File: config.mk
export PLATFORM = sky130hd
export DESIGN_NAME = adxl362_spi_master
export DESIGN_NICKNAME = d
export VERILOG_FILES = /design/src/rtl/adxl362_pkg.sv /design/src/rtl/adxl362_spi_master_sclk_div.sv /design/src/rtl/adxl362_spi_master.sv
export SDC_FILE = /design/constraint.sdc
export NUM_CORES = 1
export LEC_CHECK = 0
export ABC_AREA = 1
export CAP_MARGIN = 0
export CORE_UTILIZATION = 50
export DETAILED_ROUTE_END_ITERATION = 6
export GPL_ROUTABILITY_DRIVEN = 0
export PLACE_DENSITY = 0.86
export SLEW_MARGIN = 20
export SYNTH_ARGS = -nofsm -noshare
export SYNTH_HDL_FRONTEND = slang
export SYNTH_SLANG_ARGS = --single-unit
File: constraint.sdc
create_clock -name clk -period 1.3 [get_ports clk]
set_input_delay 0.195 -clock clk [delete_from_list [all_inputs] [get_ports clk]]
set_output_delay 0.195 -clock clk [all_outputs]
set_load 0.01 [all_outputs]
File: src/rtl/adxl362_pkg.sv
// Shared constants and types for the ADXL362 SPI register master.
// Holds the command bytes, the accelerometer data register map and the
// transaction state encoding used by the master FSM.
package adxl362_pkg;

    // Command bytes (first byte of every frame)
    localparam logic [7:0] CMD_READ  = 8'h0B;
    localparam logic [7:0] CMD_WRITE = 8'h0A;

    // Y/Z data register addresses
    localparam logic [7:0] Y_LSB = 8'h10;
    localparam logic [7:0] Y_MSB = 8'h11;
    localparam logic [7:0] Z_LSB = 8'h12;
    localparam logic [7:0] Z_MSB = 8'h13;

    // Number of SCLK cycles in one register transaction
    localparam logic [4:0] FRAME_BITS = 5'd24;

    typedef enum logic [2:0] {
        IDLE  = 3'd0,
        SETUP = 3'd1,
        SHIFT = 3'd2,
        HOLD  = 3'd3,
        GAP   = 3'd4
    } state_t;

    // Builds {cmd, addr, data}; a read always clocks out 0x00 as its data byte.
    function automatic logic [23:0] build_frame(input logic       rw,
                                                input logic [7:0] addr,
                                                input logic [7:0] wdata);
        logic [7:0] cmd;
        logic [7:0] dat;
        cmd = rw ? CMD_READ : CMD_WRITE;
        dat = rw ? 8'h00 : wdata;
        return {cmd, addr, dat};
    endfunction

endpackage

File: src/rtl/adxl362_spi_master_sclk_div.sv
// SCLK half-period timer: counts CLK_DIV clk cycles per half period.
// Emits one-cycle rise/fall strobes alternately (rise first) while enabled.
// Clearing en returns the counter and phase to zero on the next edge.
module spi_sclk_div #(
    parameter int CLK_DIV = 4
) (
    input  logic clk,
    input  logic reset,
    input  logic en,
    output logic rise,
    output logic fall
);

    localparam int CW = (CLK_DIV > 2) ? $clog2(CLK_DIV) : 1;

    logic [CW-1:0] cnt_q, cnt_d;
    logic          phase_q, phase_d;
    logic          tick;

    // Half-period count and strobe decode; phase 0 means SCLK is currently low.
    always_comb begin
        tick    = en && (cnt_q == CW'(CLK_DIV - 1));
        rise    = tick && !phase_q;
        fall    = tick &&  phase_q;
        cnt_d   = cnt_q;
        phase_d = phase_q;
        if (!en) begin
            cnt_d   = '0;
            phase_d = 1'b0;
        end else if (tick) begin
            cnt_d   = '0;
            phase_d = !phase_q;
        end else begin
            cnt_d   = cnt_q + 1'b1;
        end
    end

    // Counter and phase registers.
    always_ff @(posedge clk) begin
        if (reset) begin
            cnt_q   <= '0;
            phase_q <= 1'b0;
        end else begin
            cnt_q   <= cnt_d;
            phase_q <= phase_d;
        end
    end

endmodule

File: src/rtl/adxl362_spi_master.sv
// SPI mode-0 master running one 24-bit ADXL362 register read or write per start.
// Latency: CS low one cycle after acceptance, done 1+49*CLK_DIV+CS_GAP cycles after it.
// A start while busy is dropped; there is no queueing and no error indication.
module adxl362_spi_master
    import adxl362_pkg::*;
#(
    parameter int CLK_DIV = 4,
    parameter int CS_GAP  = 4
) (
    input  logic       clk,
    input  logic       reset,
    input  logic       start,
    input  logic       rw,
    input  logic [7:0] addr,
    input  logic [7:0] wdata,
    output logic       busy,
    output logic       done,
    output logic [7:0] rdata,
    output logic       CS,
    output logic       SCLK,
    output logic       MOSI,
    input  logic       MISO
);

    localparam int GW = $clog2(CS_GAP + 1);

    state_t         state_q, state_d;
    logic [23:0]    tx_q, tx_d;
    logic [7:0]     rx_q, rx_d;
    logic [4:0]     bit_cnt_q, bit_cnt_d;
    logic [GW-1:0]  gap_cnt_q, gap_cnt_d;
    logic           rw_q, rw_d;
    logic           cs_q, cs_d;
    logic           sclk_q, sclk_d;
    logic           mosi_q, mosi_d;
    logic           busy_q, busy_d;
    logic           done_q, done_d;
    logic [7:0]     rdata_q, rdata_d;

    logic           div_en;
    logic           sclk_rise;
    logic           sclk_fall;

    // The divider starts once CS is actually low, so the first rising edge
    // lands a full half period after CS falls; it keeps running through HOLD
    // so the CS release is timed by the same strobe train.
    always_comb begin
        div_en = ((state_q == SETUP) && !cs_q) ||
                 (state_q == SHIFT) ||
                 (state_q == HOLD);
    end

    spi_sclk_div #(
        .CLK_DIV (CLK_DIV)
    ) u_sclk_div (
        .clk   (clk),
        .reset (reset),
        .en    (div_en),
        .rise  (sclk_rise),
        .fall  (sclk_fall)
    );

    // Next-state and next-output logic for the transaction sequencer.
    always_comb begin
        state_d   = state_q;
        tx_d      = tx_q;
        rx_d      = rx_q;
        bit_cnt_d = bit_cnt_q;
        gap_cnt_d = gap_cnt_q;
        rw_d      = rw_q;
        cs_d      = cs_q;
        sclk_d    = sclk_q;
        mosi_d    = mosi_q;
        busy_d    = busy_q;
        done_d    = 1'b0;
        rdata_d   = rdata_q;

        case (state_q)
            IDLE: begin
                if (start && !busy_q) begin
                    state_d   = SETUP;
                    tx_d      = build_frame(rw, addr, wdata);
                    rw_d      = rw;
                    rx_d      = 8'h00;
                    bit_cnt_d = 5'd0;
                end
            end

            SETUP: begin
                cs_d   = 1'b0;
                busy_d = 1'b1;
                sclk_d = 1'b0;
                mosi_d = tx_q[23];
                if (sclk_rise) begin
                    sclk_d    = 1'b1;
                    bit_cnt_d = 5'd1;
                    rx_d      = {rx_q[6:0], MISO};
                    state_d   = SHIFT;
                end
            end

            SHIFT: begin
                if (sclk_rise) begin
                    // MISO is sampled on the edge that raises SCLK; only the
                    // last eight samples survive in the 8-bit shifter.
                    sclk_d    = 1'b1;
                    bit_cnt_d = bit_cnt_q + 5'd1;
                    rx_d      = {rx_q[6:0], MISO};
                end else if (sclk_fall) begin
                    sclk_d = 1'b0;
                    if (bit_cnt_q == FRAME_BITS) begin
                        state_d = HOLD;
                        mosi_d  = 1'b0;
                    end else begin
                        tx_d   = {tx_q[22:0], 1'b0};
                        mosi_d = tx_q[22];
                    end
                end
            end

            HOLD: begin
                if (sclk_rise) begin
                    cs_d      = 1'b1;
                    gap_cnt_d = '0;
                    state_d   = GAP;
                end
            end

            GAP: begin
                if (gap_cnt_q == GW'(CS_GAP - 1)) begin
                    state_d = IDLE;
                    busy_d  = 1'b0;
                    done_d  = 1'b1;
                    if (rw_q) begin
                        rdata_d = rx_q;
                    end
                end else begin
                    gap_cnt_d = gap_cnt_q + 1'b1;
                end
            end

            default: begin
                state_d = IDLE;
            end
        endcase
    end

    // State and registered outputs; reset abandons any frame in flight.
    always_ff @(posedge clk) begin
        if (reset) begin
            state_q   <= IDLE;
            tx_q      <= 24'h000000;
            rx_q      <= 8'h00;
            bit_cnt_q <= 5'd0;
            gap_cnt_q <= '0;
            rw_q      <= 1'b0;
            cs_q      <= 1'b1;
            sclk_q    <= 1'b0;
            mosi_q    <= 1'b0;
            busy_q    <= 1'b0;
            done_q    <= 1'b0;
            rdata_q   <= 8'h00;
        end else begin
            state_q   <= state_d;
            tx_q      <= tx_d;
            rx_q      <= rx_d;
            bit_cnt_q <= bit_cnt_d;
            gap_cnt_q <= gap_cnt_d;
            rw_q      <= rw_d;
            cs_q      <= cs_d;
            sclk_q    <= sclk_d;
            mosi_q    <= mosi_d;
            busy_q    <= busy_d;
            done_q    <= done_d;
            rdata_q   <= rdata_d;
        end
    end

    assign busy  = busy_q;
    assign done  = done_q;
    assign rdata = rdata_q;
    assign CS    = cs_q;
    assign SCLK  = sclk_q;
    assign MOSI  = mosi_q;

endmodule

==> PnR_summary.wiki, run 1 <==
{| class="wikitable"
! Metric !! Value
|-
| CTS tree || built
|-
| Drt first-iter violations || 178
|-
| Family of cells with the greatest summed delay on the critical path || simple AND/OR/NAND/NOR gates
|-
| Layout filler cell count || 338
|-
| Hold Path Stages || 2
|-
| Setup clock skew after layout || 0.00780 ns
|-
| Number of cells on the worst reg-to-reg path || 8
|-
| Sink count of the clock tree || 60
|-
| Final antenna diode count || 0
|-
| Number of flip-flops and latches in the synthesized netlist || 60
|-
| Worst slew margin relative to its limit || 0.587
|-
| PnR worst setup slack || -0.327 ns
|-
| Number of standard-cell rows in the floorplan || 27
|-
| Max-slew violation count || 0
|-
| Cells traversed along the worst timing path || nor2_4, buf_6, nand4_1, a21oi_4, buf_6, nand3_2, nand2_1, nor2_1
|-
| Failing checks || setup timing
|-
| Required time at the endpoint of the critical path || 1.53 ns
|-
| Post-Synthesis Mean Instance Area || 6.70 um2
|-
| Hold-fix buffers at CTS || 0
|-
| Pin count of the biggest net entering global routing || 35
|-
| Half-perimeter wire length after detailed placement || 4470 um
|-
| Post-synthesis sequential area ratio || 0.422
|-
| Total number of vias || 3170
|-
| # setup viols final || 53
|-
| Post-route worst hold slack || 0.466 ns
|-
| Remaining global-route overflow || 0
|-
| First-pass iteration count of the detailed router || 6
|-
| Peak Freq || 615 MHz
|-
| Class of the tightest hold or removal check || reg2reg
|-
| Total number of nets in the final design || 542
|-
| Cell at the root of the clock tree || sky130_fd_sc_hd__clkbuf_8
|-
| Wirelength, routed || 8800 um
|-
| Count of yosys warnings during synthesis || 0
|-
| Critical register-to-register path endpoint || bit_cnt_q[1]
|-
| Post-synthesis instance area || 2850 um2
|-
| Count of unresolved DRC violations after routing || 0
|-
| Clock latency reported for the late side of the worst-skew pair || 0.36 ns
|-
| Maximum count of clock buffers along a single path || 2
|-
| Result of the run || finished, violations left
|-
| Reg-to-reg slack, setup || -0.33 ns
|-
| Crit Path Max Fanout || 4
|-
| Most common library cell in the layout ignoring fill and taps || sky130_fd_sc_hd__nand2_1
|-
| Crit path largest cell delay || 0.36 ns
|-
| Ports || 34
|-
| Highest-count cells in the layout ignoring fill and taps || 98 x sky130_fd_sc_hd__nand2_1, 64 x sky130_fd_sc_hd__nor2_1, 53 x sky130_fd_sc_hd__dfxtp_1
|-
| Number of global-route vias before repair || 2941
|-
| Port Buf Inserts || 33
|-
| RSZ-0062 raised after global routing || true
|-
| Antenna violations before repair || 0
|-
| Ratio of routed vias to standard cells || 5.35
|-
| Final core area utilization || 0.804
|-
| Final Hold Fails || 0
|-
| Average detailed-routed wire length per instance || 14.8 um
|-
| Arrival time reported for the critical path endpoint || 1.86 ns
|-
| Syn_nets || 451
|-
| Die Wd || 77.5 um
|-
| Final Cell Area || 4430 um2
|-
| Post-placement cell area || 3560 um2
|-
| Static Leakage || 2.00 nW
|-
| Crit path launch type || flip-flop
|-
| Peak supply drop || 1.24 mV
|-
| Number of unique standard cell types used by synthesis || 27
|-
| Worst Max-Slew Pin Slew || 0.619 ns
|-
| Power per standard cell area || 2110 nW/um2
|-
| Crit share post-route || 1.25
|-
| CTS H-Tree Depth || 3
|-
| Total die area || 6000 um2
|-
| Count of buffering cells on the critical path with inverters included || 2
|-
| Footprint of the multi-input gates || 1840 um2
|-
| Total core area || 5510 um2
|-
| Critical path's slowest cell || sky130_fd_sc_hd__dfxtp_4
|-
| Setup Slack @ Placement || -0.328 ns
|-
| Period minus WS final || 1.63 ns
|-
| Share of cells above drive strength 1 || 0.372
|-
| Critical Path Sink Type || flip-flop
|-
| Global-route wire length before repair || 12700 um
|-
| Effective utilization at floorplan || 0.517
|-
| Worst reg2reg path startpoint || state_q[2]
|-
| Count of maximum capacitance violations || 0
|-
| Combined flip-flop and latch cell area || 1210 um2
|-
| Vertical die dimension || 77.5 um
|-
| CP Class || reg2reg
|-
| Clock transition at path regs || 0.07 ns
|-
| Synthesized instance count || 425
|-
| Syn-to-layout area delta || 55.6%
|-
| ANT nets after route || 0
|-
| Global-route usage over all layers || 0.270
|-
| CTS buffer count || 9
|-
| Hold-critical path endpoint || rdata[6]
|-
| Cell seen most often among critical-path stages || sky130_fd_sc_hd__buf_6
|-
| Hold Crit Start || rdata[6]
|}
## state kept, by name, indices dropped and copies added (netlist names)
register,cells
rx_q,8
done,1
rdata,8
u_sclk_div.phase_q,1
state_q,3
gap_cnt_q,3
CS,1
bit_cnt_q,5
rw_q,1
MOSI,1
SCLK,1
tx_q,24
u_sclk_div.cnt_q,2
busy,1
## how the worst max path moves through the flow
stage               depth (start not counted)  slack, ns      endpoint         start
floorplan                                   9      -0.04      tx_q[10]    state_q[2]
global placement                            8      -0.26       tx_q[2]            rw
detailed placement                          8      -0.33       tx_q[2]            rw
CTS                                        11      -0.15      tx_q[21]  bit_cnt_q[0]
global route                               11      -0.43      tx_q[22]  bit_cnt_q[0]
finish                                      8      -0.33  bit_cnt_q[1]    state_q[2]
## report_power, final
part           switching, mW  internal [mW]  total, mW  leakage, nW
Clock                  0.773          0.931       1.70       0.0983
Combinational           2.67           2.24       4.91         1.41
Sequential             0.433           2.30       2.73        0.495
Total                   3.88           5.47       9.35         2.00
## metal layers
layer / share of wire / wire [um] / vias to the layer above / track usage
met5: 0 / 0 / - / 0
met2: 0.54 / 4750 / 121 / 0.484
met3: 0.045 / 397 / 32 / 0.0647
met1: 0.38 / 3380 / 1497 / 0.292
met4: 0.032 / 281 / 0 / 0.143
li1: - / - / 1520 / -
## synthesized netlist by cell type
cell type	n	area, um2
sky130_fd_sc_hd__o211ai_1	1	7.51
sky130_fd_sc_hd__nand4_1	4	25.0
sky130_fd_sc_hd__ha_1	5	62.6
sky130_fd_sc_hd__nand2_2	7	43.8
sky130_fd_sc_hd__a21oi_2	1	8.76
sky130_fd_sc_hd__o21ai_0	21	105
sky130_fd_sc_hd__xor2_1	3	26.3
sky130_fd_sc_hd__nand2_4	1	11.3
sky130_fd_sc_hd__nor2_1	99	372
sky130_fd_sc_hd__nand3b_1	2	15.0
sky130_fd_sc_hd__clkbuf_2	1	5.00
sky130_fd_sc_hd__buf_6	3	33.8
sky130_fd_sc_hd__nand3_4	1	17.5
sky130_fd_sc_hd__clkbuf_1	5	18.8
sky130_fd_sc_hd__nand3_1	36	180
sky130_fd_sc_hd__nand4_2	1	12.5
sky130_fd_sc_hd__buf_1	3	11.3
sky130_fd_sc_hd__dfxtp_1	60	1200
sky130_fd_sc_hd__nor2_2	1	6.26
sky130_fd_sc_hd__inv_4	2	12.5
sky130_fd_sc_hd__a21oi_1	18	90.1
sky130_fd_sc_hd__nand2_1	111	417
sky130_fd_sc_hd__inv_1	32	120
sky130_fd_sc_hd__clkinv_1	2	7.51
sky130_fd_sc_hd__nor2_4	1	11.3
sky130_fd_sc_hd__buf_4	2	15.0
sky130_fd_sc_hd__buf_2	2	10.0
## cell families after synthesis
logic type	synth area share
AOI/OAI and AO/OA	0.0743
xor gates and xnor gates	0.00923
adders and majority gates	0.0220
buffers and inverters	0.0822
DFF	0.422
and+or+nand+nor	0.390
## stage by stage
step                      std cells  power (mW)  setup TNS, ns
after floorplan                 425        4.63         -0.698
after global placement          556        5.46          -7.08
after detailed placement        556        5.58          -8.87
after CTS                       586        8.17          -4.56
after global routing            593        9.89         -15.07
final                           593        9.35         -10.36
## worst reg2reg max path: stages, from the launching register on
cell and delay (ns):
sky130_fd_sc_hd__dfxtp_4 0.36, sky130_fd_sc_hd__nor2_4 0.18, sky130_fd_sc_hd__buf_6 0.13, sky130_fd_sc_hd__nand4_1 0.20, sky130_fd_sc_hd__a21oi_4 0.29, sky130_fd_sc_hd__buf_6 0.14
sky130_fd_sc_hd__nand3_2 0.06, sky130_fd_sc_hd__nand2_1 0.09, sky130_fd_sc_hd__nor2_1 0.06
## layout make-up
| class | instances | share of cell area |
|---|---|---|
| Multi-Input combinational cell | 314 | 0.414 |
| Sequential cell | 60 | 0.274 |
| Timing Repair Buffer | 95 | 0.211 |
| Inverter | 36 | 0.0347 |
| Clock buffer | 10 | 0.0311 |
| Tap cell | 72 | 0.0203 |
| Clock inverter | 6 | 0.0144 |
## timing repair
| action | in CTS | in global routing |
|---|---|---|
| pin swaps | 29 | 20 |
| buffers inserted | 10 | 7 |
| endpoints found under the setup margin | 65 | 59 |
| gates cloned | 4 | 1 |
| resized for setup | 99 | 74 |
Note: power is estimated with default switching activity, not from simulation.
==> run 2, diff against run 1 <==
--- a/config.mk
+++ b/config.mk
@@ -11,7 +11,7 @@
 export DETAILED_ROUTE_END_ITERATION = 6
 export GPL_ROUTABILITY_DRIVEN = 0
 export PLACE_DENSITY = 0.86
-export SLEW_MARGIN = 20
+export SLEW_MARGIN = 10
 export SYNTH_ARGS = -nofsm -noshare
 export SYNTH_HDL_FRONTEND = slang
 export SYNTH_SLANG_ARGS = --single-unit
==> results of run 2 <==
Final layout, timing and power as in run 1 (identical DEF).
==> run 3, diff against run 2 <==
--- a/config.mk
+++ b/config.mk
@@ -7,10 +7,11 @@
 export LEC_CHECK = 0
 export ABC_AREA = 1
 export CAP_MARGIN = 0
-export CORE_UTILIZATION = 50
+export CORE_UTILIZATION = 30
 export DETAILED_ROUTE_END_ITERATION = 6
 export GPL_ROUTABILITY_DRIVEN = 0
-export PLACE_DENSITY = 0.86
+export GPL_TIMING_DRIVEN = 0
+export PLACE_DENSITY = 0.6
 export SLEW_MARGIN = 10
 export SYNTH_ARGS = -nofsm -noshare
 export SYNTH_HDL_FRONTEND = slang
==> run 3 against run 2 <==
Against the previous run:
- the run still ends with setup timing left
- fmax up 10%
- count of clock-buffer cells in the layout down 1
- non-clock buffer count shrank 19
- critical path depth grew 3
- sequential share of layout area up 2.2 points
- register-to-register slack improved by 0.15 ns
- first-iteration DRC count down 47%
- cell count up 3.4%
- critical path type unchanged
- critical endpoint is now tx_q[17]
- highest routed layer unchanged
==> PnR_summary.wiki, run 3 (synthesis gave the netlist of run 1 again) <==
{| class="wikitable"
! Metric !! Value
|-
| Crit path launch type || flip-flop
|-
| Global-route wire length before repair || 12200 um (-3.9%)
|-
| Hold-fix buffers at CTS || 0 (unchanged)
|-
| Fraction of power consumed by combinational cells || 0.468 (-0.057)
|-
| Final Power || 8.05 mW (-14%)
|-
| Internal power contribution || 4.83 mW (-12%)
|-
| Max-slew violation count || 0 (unchanged)
|-
| Cells traversed along the worst timing path || nor2_4, nand2_4, inv_6, nand2_4, nand2_4, nand3_4, inv_6, buf_6, nand2_1, nand2_1, nor2_1
|-
| Peak Freq || 677 MHz (+10%)
|-
| Worst slew margin relative to its limit || 0.524 (-0.0626)
|-
| Power per standard cell area || 1960 nW/um2 (-7.1%)
|-
| Die Wd || 99.4 um (+28%)
|-
| Crit path largest cell delay || 0.36 ns (about the same)
|-
| Clock latency reported for the late side of the worst-skew pair || 0.35 ns (about the same)
|-
| Sink count of the clock tree || 60 (unchanged)
|-
| Arrival time reported for the critical path endpoint || 1.72 ns (-0.14 ns)
|-
| Highest-count cells in the layout ignoring fill and taps || 99 x sky130_fd_sc_hd__nand2_1, 91 x sky130_fd_sc_hd__nor2_1, 53 x sky130_fd_sc_hd__dfxtp_1
|-
| Static Leakage || 1.82 nW (-9.0%)
|-
| Drt first-iter violations || 95 (-47%)
|-
| Filler-free cell count of the finished design || 613 (+3.4%)
|-
| Final Hold Fails || 0 (unchanged)
|-
| Post-route worst hold slack || 0.259 ns (-0.207 ns)
|-
| Cell Count Post-Placement || 568 (+2.2%)
|-
| Port Buf Inserts || 32 (-3.0%)
|-
| Half-perimeter wire length after detailed placement || 4590 um (+2.7%)
|-
| Hold-critical path endpoint || bit_cnt_q[2]
|-
| Remaining global-route overflow || 0 (unchanged)
|-
| Result of the run || finished, violations left
|-
| Worst reg2reg path startpoint || state_q[0]
|-
| Setup clock skew after layout || 0.00937 ns (+0.00157 ns)
|-
| Footprint of the multi-input gates || 1720 um2 (-6.5%)
|-
| Ports || 34 (unchanged)
|-
| RSZ-0062 raised after global routing || true
|-
| Switching part of the total || 0.400 (-0.0152)
|-
| Most common library cell in the layout ignoring fill and taps || sky130_fd_sc_hd__nand2_1
|-
| CTS tree || built
|-
| Global-route usage over all layers || 0.156 (-0.114)
|-
| First-pass iteration count of the detailed router || 4 (-2)
|-
| Total number of vias || 2838 (-10%)
|-
| Number of flip-flops under the largest register name || 24 (unchanged)
|-
| Critical Path Sink Type || flip-flop
|-
| Vertical die dimension || 99.4 um (+28%)
|-
| Cell at the root of the clock tree || sky130_fd_sc_hd__clkbuf_8
|-
| Peak supply drop || 1.02 mV (-18%)
|-
| PnR worst setup slack || -0.177 ns (+0.150 ns)
|-
| Final antenna diode count || 0 (unchanged)
|-
| Proportion of power drawn by the clock network || 0.206 (+0.024)
|-
| CP Class || reg2reg
|-
| Worst Max-Slew Pin Slew || 0.714 ns (+0.0948 ns)
|-
| Total core area || 9200 um2 (+67%)
|-
| Net switching power || 3.22 mW (-17%)
|-
| Antenna violations before repair || 0 (unchanged)
|-
| Crit Path Max Fanout || 6 (+2)
|-
| Reg-to-reg slack, setup || -0.18 ns (+0.15 ns)
|-
| Required time at the endpoint of the critical path || 1.54 ns (about the same)
|-
| CTS H-Tree Depth || 3 (unchanged)
|-
| Hold Path Stages || 2 (unchanged)
|-
| Hold Crit Start || reset
|-
| Maximum count of clock buffers along a single path || 2 (unchanged)
|-
| Average detailed-routed wire length per instance || 11.8 um (-20%)
|-
| Number of cells on the worst reg-to-reg path || 11 (+3)
|-
| Pin count of the biggest net entering global routing || 12 (-66%)
|-
| Ratio of routed vias to standard cells || 4.63 (-13%)
|-
| # setup viols final || 47 (-11%)
|-
| ANT nets after route || 0 (unchanged)
|-
| Effective utilization at floorplan || 0.310 (-0.207)
|-
| Count of unresolved DRC violations after routing || 0 (unchanged)
|-
| Final core area utilization || 0.446 (-0.358)
|-
| Setup Slack @ Placement || -0.303 ns (+0.0249 ns)
|-
| Total negative setup slack || -5.18 ns (+5.18 ns)
|-
| Final Cell Area || 4110 um2 (-7.3%)
|-
| Post-placement cell area || 3330 um2 (-6.3%)
|-
| Critical register-to-register path endpoint || tx_q[17]
|-
| Period minus WS final || 1.48 ns (-0.150 ns)
|-
| Combined flip-flop and latch cell area || 1220 um2 (+0.21%)
|-
| Total number of nets in the final design || 523 (-3.5%)
|-
| Syn-to-layout area delta || 44.2%
|-
| Class of the tightest hold or removal check || in2reg
|-
| Share of cells above drive strength 1 || 0.287 (-0.0855)
|-
| Critical path's slowest cell || sky130_fd_sc_hd__dfxtp_4
|-
| Count of maximum capacitance violations || 0 (unchanged)
|-
| Crit share post-route || 1.14 (-0.116)
|-
| CTS buffer count || 9 (unchanged)
|-
| Cell seen most often among critical-path stages || sky130_fd_sc_hd__nand2_4
|-
| Wirelength, routed || 7250 um (-18%)
|-
| Layout filler cell count || 926 (+170%)
|-
| Number of standard-cell rows in the floorplan || 35 (+30%)
|-
| Reg power frac || 0.326 (+0.034)
|-
| Clock transition at path regs || 0.07 ns (about the same)
|-
| Register name with the most flops || tx_q
|-
| Failing checks || setup timing
|-
| Total die area || 9880 um2 (+65%)
|-
| Number of global-route vias before repair || 2714 (-7.7%)
|}
## run 3: critical path: cells and delay by family, from the launching register on
kind                   cells  cell delay (ns)
DFF                        1             0.36
and+or+nand+nor            8             0.66
buffers and inverters      3             0.34
## run 3: worst max-delay path by stage
| stage | slack, ns | start | endpoint |
|---|---|---|---|
| final | -0.18 | state_q[0] | tx_q[17] |
| after global routing | -0.28 | state_q[0] | bit_cnt_q[0] |
| after CTS | -0.15 | state_q[0] | bit_cnt_q[1] |
| after detailed placement | -0.30 | state_q[1] | rdata[1] |
| after global placement | -0.29 | rw | tx_q[5] |
| after floorplan | -0.04 | state_q[2] | tx_q[10] |
## run 3: cell type report
class	instances	share of cell area
multi-input combinational	313	0.418
sequential	60	0.297
timing repair buffer	61	0.138
inverter	36	0.0375
tap	111	0.0338
clock buffer	9	0.0302
buffer	15	0.0286
clock inverter	7	0.0162
timing repair inverter	1	0.00122
## run 3: timing repair
action / CTS / global route
resized for setup: 93 / 43
setup buffers: 20 / 6
endpoints found under the hold margin: 0 / 0
endpoints found under the setup margin: 68 / 54
cloned: 3 / 1
pin swaps: 17 / 16
## run 3: power groups by stage
stage	registers [mW]	clock network (mW)	logic, mW
2_1_floorplan	2.54	0	2.09
3_3_place_gp	2.57	0	2.66
3_5_place_dp	2.59	0	2.69
4_1_cts	2.56	1.70	3.56
5_1_grt	2.68	1.77	4.22
6_report	2.62	1.66	3.77
## run 3: metal layers
metal | wire length, um | vias to the layer above | global-route usage
met4 | 90 | 0 | 0.0509
met1 | 3380 | 1297 | 0.184
met2 | 3490 | 54 | 0.275
met3 | 287 | 9 | 0.0394
li1 | - | 1478 | -
met5 | 0 | - | 0
